### src/rtl/scan_pkg.sv
// scan_pkg: shared state type, Gray sel codes and digit-index mapping helpers
// used by the scan_capture display-frame reconstructor.
package scan_pkg;

    typedef enum logic {HUNT, LOCKED} state_t;

    localparam logic [1:0] SEL_D0 = 2'b00;
    localparam logic [1:0] SEL_D1 = 2'b01;
    localparam logic [1:0] SEL_D2 = 2'b11;
    localparam logic [1:0] SEL_D3 = 2'b10;

    function automatic logic [1:0] idx_to_sel(input logic [1:0] idx);
        return idx == 2'd0 ? SEL_D0 : idx == 2'd1 ? SEL_D1 : idx == 2'd2 ? SEL_D2 : SEL_D3;
    endfunction

    function automatic logic [3:0] idx_to_digi(input logic [1:0] idx);
        return 4'b0001 << idx;
    endfunction

    function automatic logic [7:0] sat_inc(input logic [7:0] c);
        return c + {7'd0, c != 8'hff};
    endfunction

endpackage

### src/rtl/scan_decode.sv
// scan_decode: maps a {sel,digi} sample to its Gray-order digit index and
// flags whether the strobe matches the select.
module scan_decode
    import scan_pkg::*;
(
    input  logic [1:0] sel,
    input  logic [4:1] digi,
    output logic       legal,
    output logic [1:0] idx
);

    always_comb begin
        idx = 2'd0;
        for (int i = 0; i < 4; i++)
            if (sel == idx_to_sel(2'(i))) idx = 2'(i);
        legal = digi == idx_to_digi(idx);
    end

endmodule

### src/rtl/scan_capture.sv
// scan_capture: reassembles four scanned display digits into a full frame,
// detecting out-of-order or malformed strobes.
module scan_capture
    import scan_pkg::*;
#(
    parameter int SEG_W = 8
) (
    input  logic               clk,
    input  logic               rst_ni,
    input  logic               ENA,
    input  logic [1:0]         sel,
    input  logic [4:1]         digi,
    input  logic [SEG_W-1:0]   seg_i,
    output logic [4*SEG_W-1:0] frame_o,
    output logic               frame_valid_o,
    output logic               seq_err_o,
    output logic               locked_o,
    output logic [7:0]         frame_cnt_o,
    output logic [7:0]         err_cnt_o
);

    state_t                    state;
    logic [1:0]                exp_idx;
    logic [2:0][SEG_W-1:0]     shadow;
    logic                      legal;
    logic [1:0]                idx;
    logic                      start;
    logic                      hit;

    scan_decode u_dec (
        .sel   (sel),
        .digi  (digi),
        .legal (legal),
        .idx   (idx)
    );

    assign start    = legal && idx == 2'd0;
    assign hit      = legal && idx == exp_idx;
    assign locked_o = state == LOCKED;

    // Digit 3 goes straight from seg_i into frame_o, so only slots 0..2 are held.
    always_ff @(posedge clk or negedge rst_ni) begin
        if (!rst_ni) begin
            state         <= HUNT;
            exp_idx       <= 2'd0;
            shadow        <= '0;
            frame_o       <= '0;
            frame_valid_o <= 1'b0;
            seq_err_o     <= 1'b0;
            frame_cnt_o   <= 8'd0;
            err_cnt_o     <= 8'd0;
        end else begin
            frame_valid_o <= 1'b0;
            seq_err_o     <= 1'b0;
            if (ENA) begin
                case (state)
                    HUNT: begin
                        if (start) begin
                            shadow  <= {{(2*SEG_W){1'b0}}, seg_i};
                            exp_idx <= 2'd1;
                            state   <= LOCKED;
                        end
                    end
                    LOCKED: begin
                        if (hit && idx == 2'd3) begin
                            frame_o       <= {seg_i, shadow};
                            frame_valid_o <= 1'b1;
                            frame_cnt_o   <= sat_inc(frame_cnt_o);
                            exp_idx       <= 2'd0;
                        end else if (hit) begin
                            for (int i = 0; i < 3; i++)
                                if (idx == 2'(i)) shadow[i] <= seg_i;
                            exp_idx <= exp_idx + 2'd1;
                        end else begin
                            seq_err_o <= 1'b1;
                            err_cnt_o <= sat_inc(err_cnt_o);
                            shadow    <= start ? {{(2*SEG_W){1'b0}}, seg_i} : '0;
                            exp_idx   <= start ? 2'd1 : 2'd0;
                            state     <= start ? LOCKED : HUNT;
                        end
                    end
                    default: state <= HUNT;
                endcase
            end
        end
    end

endmodule

### config.mk
export PLATFORM = sky130hd
export DESIGN_NAME = scan_capture
export DESIGN_NICKNAME = d
export VERILOG_FILES = /design/src/rtl/scan_pkg.sv /design/src/rtl/scan_decode.sv /design/src/rtl/scan_capture.sv
export SDC_FILE = /design/constraint.sdc
export NUM_CORES = 1
export LEC_CHECK = 0
export ABC_AREA = 0
export CAP_MARGIN = 20
export CELL_PAD_IN_SITES_DETAIL_PLACEMENT = 1
export CELL_PAD_IN_SITES_GLOBAL_PLACEMENT = 1
export CORE_MARGIN = 5
export CORE_UTILIZATION = 46
export CTS_BUF_LIST = sky130_fd_sc_hd__clkbuf_16
export DETAILED_ROUTE_END_ITERATION = 10
export PLACE_DENSITY = 0.87
export SETUP_SLACK_MARGIN = 0.5
export SLEW_MARGIN = 15
export SYNTH_ARGS = -nofsm -noshare
export SYNTH_HDL_FRONTEND = slang
export SYNTH_SLANG_ARGS = --single-unit
### constraint.sdc
create_clock -name clk -period 3.42 [get_ports clk]
set_input_delay 0.684 -clock clk [delete_from_list [all_inputs] [get_ports clk]]
set_output_delay 0.684 -clock clk [all_outputs]
set_load 0.05 [all_outputs]
==> results.sh, run 1 <==
export IMPL_filler_cell_count=732
export IMPL_power_frac_seq_pct=43.7
export IMPL_cp_start_kind="input port"
export IMPL_drive_gt1_share_pct=22.3
export IMPL_r2r_start="exp_idx[1]$_DFFE_PN0P_"
export IMPL_gp_congestion=0.760
export IMPL_antenna_found_initial=0
export IMPL_tns_ps=0
export IMPL_fin_area_sq_um=4710
export IMPL_ir_worst_vdd_mv=0.301
export IMPL_leakage_nw=2.27
export IMPL_multiInputGateArea_sq_um=1580
export IMPL_syn_avg_cell_area_sq_um=14.4
export IMPL_ant_nets=0
export IMPL_std_cell_rows=32
export IMPL_placed_area_sq_um=4330
export IMPL_whs_ps=494
export IMPL_hp_start="frame_cnt_o[4]$_DFFE_PN0P_"
export IMPL_clock_skew_ps=6.05
export IMPL_dr_first_iter_drc_count=102
export IMPL_switching_power_mw=0.567
export IMPL_cp_required_ps=3630
export IMPL_period_share_pct=83.1
export IMPL_drt_pass1_iterations=4
export IMPL_area_growth_pct=32.6
export IMPL_ys_warn_count=0
export IMPL_cts_root_buf="clkbuf_16"
export IMPL_hold_depth=1
export IMPL_synth_distinct_cells=38
export IMPL_hold_end="frame_cnt_o[4]$_DFFE_PN0P_"
export IMPL_grt_pass1_wl_microns=15500
export IMPL_insertion_delay_ps=330
export IMPL_cts_sinks=77
export IMPL_ys_seq_area_share_pct=54.2
export IMPL_worst_slew_pin_transition_ps=946
export IMPL_core_area_sq_um=7610
export IMPL_arrival_ps=3050
export IMPL_ys_ff_latch=77
export IMPL_cts_tree="yes"
export IMPL_clock_fmax_mhz=352
export IMPL_outcome="complete, no violations"
export IMPL_hold_class="reg2reg"
export IMPL_antennaDiodeCount=0
export IMPL_drv_slew=0
export IMPL_grt_max_degree=78
export IMPL_total_power_mw=2.24
export IMPL_r2r_end="exp_idx[1]$_DFFE_PN0P_"
export IMPL_synth_edf_count=0
export IMPL_drc=0
export IMPL_syn_nets=273
export IMPL_clock_path_buffers=2
export IMPL_die_y_microns=97.9
export IMPL_drv_cap=0
export IMPL_worstRegToRegCells=4
export IMPL_fin_crit_ps=2840
export IMPL_comb_power_share_pct=11.5
export IMPL_synthFlopType="dfrtp_1"
export IMPL_power_density_nw_per_um2=476
export IMPL_critPathMaxFanout=35
export IMPL_start_util_pct=46.7
export IMPL_switching_share_pct=25.3
export IMPL_regArea_sq_um=1930
export IMPL_wire_per_inst_microns=22.2
export IMPL_synth_cells=247
export IMPL_path_class="in2reg"
export IMPL_rsz0062_at_grt="yes"
export IMPL_reg2reg_slack_ps=1270
export IMPL_pre_cts_ws_ps=33.6
export IMPL_endpoint_kind="register"
export IMPL_hold_violations=0
export IMPL_dieArea_sq_um=9590
export IMPL_async_flop_share_pct=100
export IMPL_io_pins=68
export IMPL_maxSlewHeadroom_pct=36.9
export IMPL_port_buffers=67
export IMPL_grt_pass1_vias=2722
export IMPL_dp_hpwl_microns=6210
export IMPL_grt_usage_pct=20.7
export IMPL_synth_area_sq_um=3550
export IMPL_fin_nets=349
export IMPL_via_per_inst=5.65
export IMPL_clkPwrFrac_pct=44.9
export IMPL_numCtsBuffers=9
export IMPL_layout_setup_ws_ps=580
export IMPL_finalSetupViolations=0
export IMPL_wirelength_microns=9530
export IMPL_chipWidth_microns=97.9
export IMPL_clk_pin_slew_ps=60
export IMPL_p_int_mw=1.68
export IMPL_vias=2431
export IMPL_htreeDepth=3
export IMPL_overflow=0
## synthesized netlist by cell type (2+ instances only)
master	count	area (sq um)
dfrtp_1	77	1930
mux2_4	29	435
a22o_1	24	210
nand4_1	12	75.1
xnor2_1	10	87.6
ha_1	9	113
inv_1	7	26.3
mux2_2	7	78.8
nand3_1	7	35.0
xor2_1	7	61.3
and2_1	6	37.5
a21oi_1	5	25.0
and3_1	4	25.0
a211oi_1	3	22.5
and4_1	3	26.3
buf_2	3	15.0
buf_6	3	33.8
nor2_1	3	11.3
o32ai_4	3	82.6
a31oi_1	2	12.5
clkbuf_1	2	7.51
nand2_1	2	7.51
nor2b_1	2	12.5
nor4b_4	2	47.6
o21ai_0	2	10.0
## worst max path at each step
stage | startpoint | to | slack [ps] | cells past startpoint
5_1_grt | sel[1] | shadow[2]$_DFFE_PN0P_ | 500 | 6
6_report | sel[1] | frame_o[3]$_DFFE_PN0P_ | 580 | 8
4_1_cts | sel[1] | frame_o[25]$_DFFE_PN0P_ | 520 | 8
3_3_place_gp | sel[0] | shadow[23]$_DFFE_PN0P_ | 140 | 7
3_5_place_dp | sel[0] | shadow[13]$_DFFE_PN0P_ | 30 | 7
2_1_floorplan | sel[0] | frame_o[12]$_DFFE_PN0P_ | 890 | 9
## metrics by stage
| step | std cells | util, % |
|---|---|---|
| global route | 430 | 62.0 |
| finish | 430 | 62.0 |
| detailed placement | 411 | 56.9 |
| floorplan | 247 | - |
| CTS | 430 | 61.8 |
| global placement | 411 | 56.9 |
## cell families (layout without fill, tap and decap cells)
| family | after synthesis | in the layout | synth area share [%] |
|---|---|---|---|
| adder cells (fa/ha/maj) | 9 | 9 | 3.17 |
| multiplexers | 36 | 36 | 14.5 |
| AND/OR/NAND/NOR | 45 | 45 | 8.80 |
| XOR/XNOR | 17 | 17 | 4.19 |
| flip-flops | 77 | 77 | 54.2 |
| AO/OA/AOI/OAI | 48 | 48 | 12.8 |
| buffers and inverters | 15 | 96 | 2.32 |
## metal layers
metal  wire, microns  GRT usage [%]  up-vias  share of wire (%)
li1                -              -     1076                  -
met1            3790           24.1     1275                 40
met2            5230           37.4       64                 55
met3             335           4.21       16                3.5
met4             178           7.88        0                1.9
met5               0              0        -                  0
## power by group through the flow
stage,Sequential [mW],Combinational (mW),Clock (mW)
4_1_cts,0.977,0.256,1.02
2_1_floorplan,1.02,0.115,0
3_3_place_gp,0.987,0.232,0
6_report,0.979,0.258,1.01
5_1_grt,0.982,0.281,1.07
3_5_place_dp,0.991,0.245,0
## timing repair
item / CTS / global route
hold buffers: 0 / 0
gates resized for setup: 3 / 3
endpoints found under the setup margin: 49 / 49
pin swaps: 3 / 2
buffers inserted: 3 / 0
## placed cells by master (no fill, tap or decap), types with 2 or more instances in the layout
master	count
a22o_1	24
buf_4	5
clkbuf_16	9
and4_2	2
nor2b_1	2
mux2_2	7
nand4_1	12
and2_1	6
clkinv_2	2
dfrtp_1	77
nand3_1	7
xnor2_1	9
bufinv_16	2
xor2_1	6
buf_12	2
a21oi_1	5
ha_1	9
mux2_4	29
o21ai_0	2
clkdlybuf4s50_1	66
nor4b_4	2
a211oi_1	3
inv_1	8
nand2_1	2
o32ai_4	3
and3_1	4
clkinv_4	2
nor2_1	3
## worst max-delay path, stage by stage
cell and delay, ps:
clkdlybuf4s50_1 530, inv_1 80, ha_1 220, xnor2_1 440
and4_2 480, nand2_4 70, buf_12 190, mux2_4 330
## sequential cells by signal, summed over array words and instances (netlist names)
signal / cells
shadow: 24
frame_cnt_o: 8
seq_err_o: 1
locked_o: 1
frame_valid_o: 1
frame_o: 32
err_cnt_o: 8
exp_idx: 2
## cell type report
cell class,instances,share of cell area (%)
Sequential cell,77,40.9
Multi-Input combinational cell,155,33.5
Timing Repair Buffer,73,15.7
Clock buffer,9,4.78
Tap cell,102,2.71
Clock inverter,7,1.94
Inverter,7,0.557
Note: power is estimated with default switching activity, not from simulation.
==> inputs of run 2 (changes only) <==
--- a/config.mk
+++ b/config.mk
@@ -10,10 +10,10 @@
 export CELL_PAD_IN_SITES_DETAIL_PLACEMENT = 1
 export CELL_PAD_IN_SITES_GLOBAL_PLACEMENT = 1
 export CORE_MARGIN = 5
-export CORE_UTILIZATION = 46
+export CORE_UTILIZATION = 38
 export CTS_BUF_LIST = sky130_fd_sc_hd__clkbuf_16
 export DETAILED_ROUTE_END_ITERATION = 10
-export PLACE_DENSITY = 0.87
+export PLACE_DENSITY = 0.77
 export SETUP_SLACK_MARGIN = 0.5
 export SLEW_MARGIN = 15
 export SYNTH_ARGS = -nofsm -noshare
==> constraint.sdc (replaced) <==
create_clock -name clk -period 2.3 [get_ports clk]
set_input_delay 0.46 -clock clk [delete_from_list [all_inputs] [get_ports clk]]
set_output_delay 0.46 -clock clk [all_outputs]
set_load 0.05 [all_outputs]
==> results.sh, run 2 (synthesized netlist as in run 1, its figures left out) <==
export IMPL_cp_start_kind="input port"
export IMPL_cts_sinks=77
export IMPL_port_buffers=67
export IMPL_clock_path_buffers=2
export IMPL_endpoint_kind="register"
export IMPL_met1_length_microns=4800
export IMPL_antennaDiodeCount=0
export IMPL_highest_layer="met4"
export IMPL_via_per_inst=5.55
export IMPL_vias=2690
export IMPL_wl_met3_microns=450
export IMPL_largest_reg_flops=32
export IMPL_cts_root_buf="clkbuf_16"
export IMPL_worst_slew_pin_transition_ps=539
export IMPL_r2r_end="err_cnt_o[5]$_DFFE_PN0P_"
export IMPL_ir_worst_vdd_mv=0.416
export IMPL_wire_per_inst_microns=23.6
export IMPL_drive_gt1_share_pct=41.2
export IMPL_fin_crit_ps=2060
export IMPL_leakage_nw=2.76
export IMPL_grt_usage_pct=18.2
export IMPL_drt_pass1_iterations=4
export IMPL_tns_ps=0
export IMPL_total_power_mw=3.48
export IMPL_hold_class="in2async"
export IMPL_r2r_start="err_cnt_o[3]$_DFFE_PN0P_"
export IMPL_power_density_nw_per_um2=649
export IMPL_fin_nets=395
export IMPL_std_cell_rows=35
export IMPL_hold_violations=0
export IMPL_grt_pass1_wl_microns=16100
export IMPL_maxSlewHeadroom_pct=64.2
export IMPL_drc=0
export IMPL_layout_common_cells="69 x dfrtp_1, 49 x dlygate4sd2_1, 33 x buf_4, 29 x mux2_4, 24 x a22o_1"
export IMPL_period_share_pct=89.4
export IMPL_worstPathCellList="buf_6, buf_8, ha_4, or3_4, buf_6, buf_6, a21oi_4, a31oi_2, a22o_1"
export IMPL_layout_commonest_cell="dfrtp_1"
export IMPL_area_growth_pct=50.7
export IMPL_reg2reg_slack_ps=260
export IMPL_cts_tree="yes"
export IMPL_clock_skew_ps=6.11
export IMPL_drv_slew=0
export IMPL_postCtsHoldBufs=0
export IMPL_regMostFlops="frame_o"
export IMPL_clock_fmax_mhz=486
export IMPL_utilization_pct=58.2
export IMPL_rsz0062_at_grt="yes"
export IMPL_critPathMaxFanout=8
export IMPL_critPathLaunch="sel[0]"
export IMPL_clk_pin_slew_ps=60
export IMPL_path_class="in2reg"
export IMPL_worstRegToRegCells=8
export IMPL_cpMostUsedCell="buf_6"
export IMPL_core_area_sq_um=9200
export IMPL_finalSetupViolations=0
export IMPL_arrival_ps=2270
export IMPL_overflow=0
export IMPL_cp_required_ps=2510
export IMPL_htreeDepth=3
export IMPL_drv_cap=0
export IMPL_gp_congestion=0.842
export IMPL_io_pins=68
export IMPL_cp_slowest_cell="or3_4"
export IMPL_chipWidth_microns=107
export IMPL_dieArea_sq_um=11400
export IMPL_dp_hpwl_microns=6960
export IMPL_antenna_found_initial=0
export IMPL_outcome="complete, no violations"
export IMPL_wl_met2_microns=5960
export IMPL_ant_nets=0
export IMPL_grt_max_degree=35
export IMPL_insertion_delay_ps=330
export IMPL_grt_pass1_vias=2814
export IMPL_dr_first_iter_drc_count=109
export IMPL_reg_top3="frame_o: 32 flops, shadow: 24 flops"
export IMPL_wirelength_microns=11500
export IMPL_start_util_pct=38.7
export IMPL_die_y_microns=107
export IMPL_numCtsBuffers=9
export IMPL_cp_slowest_stage_delay_ps=420
run 2: cell types whose count changed in the layout (fill, tap and decap cells not counted), sizes merged, moves of 3 or more:
cell,delta
clkdlybuf4s50,-53
dlygate4sd2,+49
buf,+48
clkinv,-3
inv,+3
run 2: layout make-up:
type / instances / area (sq um)
multi-input combinational: 155 / 1830
sequential: 77 / 1940
tap: 111 / 139
timing repair buffer: 119 / 1120
clock buffer: 9 / 225
fill: 905 / 3840
inverter: 7 / 38.8
clock inverter: 7 / 63.8
run 2: worst max-delay path by stage:
stage / to / slack [ps]
after floorplan: frame_o[12]$_DFFE_PN0P_ / 100
after global placement: frame_o[23]$_DFFE_PN0P_ / -510
after detailed placement: frame_o[6]$_DFFE_PN0P_ / -600
after CTS: shadow[11]$_DFFE_PN0P_ / 260
after global routing: shadow[7]$_DFFE_PN0P_ / 190
final: shadow[7]$_DFFE_PN0P_ / 240
run 2: timing repair:
action                                  in CTS  in global routing
resized for setup                           98                 22
cloned                                       0                  0
setup buffers                                7                  2
pin swaps                                   39                 18
endpoints found under the setup margin     128                 77
run 2: power by group:
group	internal [mW]	switching, mW
Sequential	1.40	0.0618
Combinational	0.277	0.350
Clock	0.756	0.626
Total	2.44	1.04
run 2: worst max-delay path, delay by kind of cell:
family          cells  cell delay, ps
compound gates      3             740
simple gates        1             420
fa+ha+maj           1             170
buf+inv             4             470
run 2: layer usage:
metal  vias up  track usage (%)
met3        18             3.31
li1       1173                -
met5         -                0
met4         0             5.94
met1      1422             23.5
met2        77             30.9
run 2: metrics by stage:
stage | std cells | instance area [sq um] | hold slack (ps) | worst slack (ps)
floorplan | 247 | 3670 | 164 | 102
global placement | 460 | 4760 | 390 | -509
detailed placement | 460 | 4760 | 400 | -599
CTS | 483 | 5200 | 43.9 | 261
global route | 485 | 5360 | 62.0 | 194
finish | 485 | 5360 | 35.6 | 244
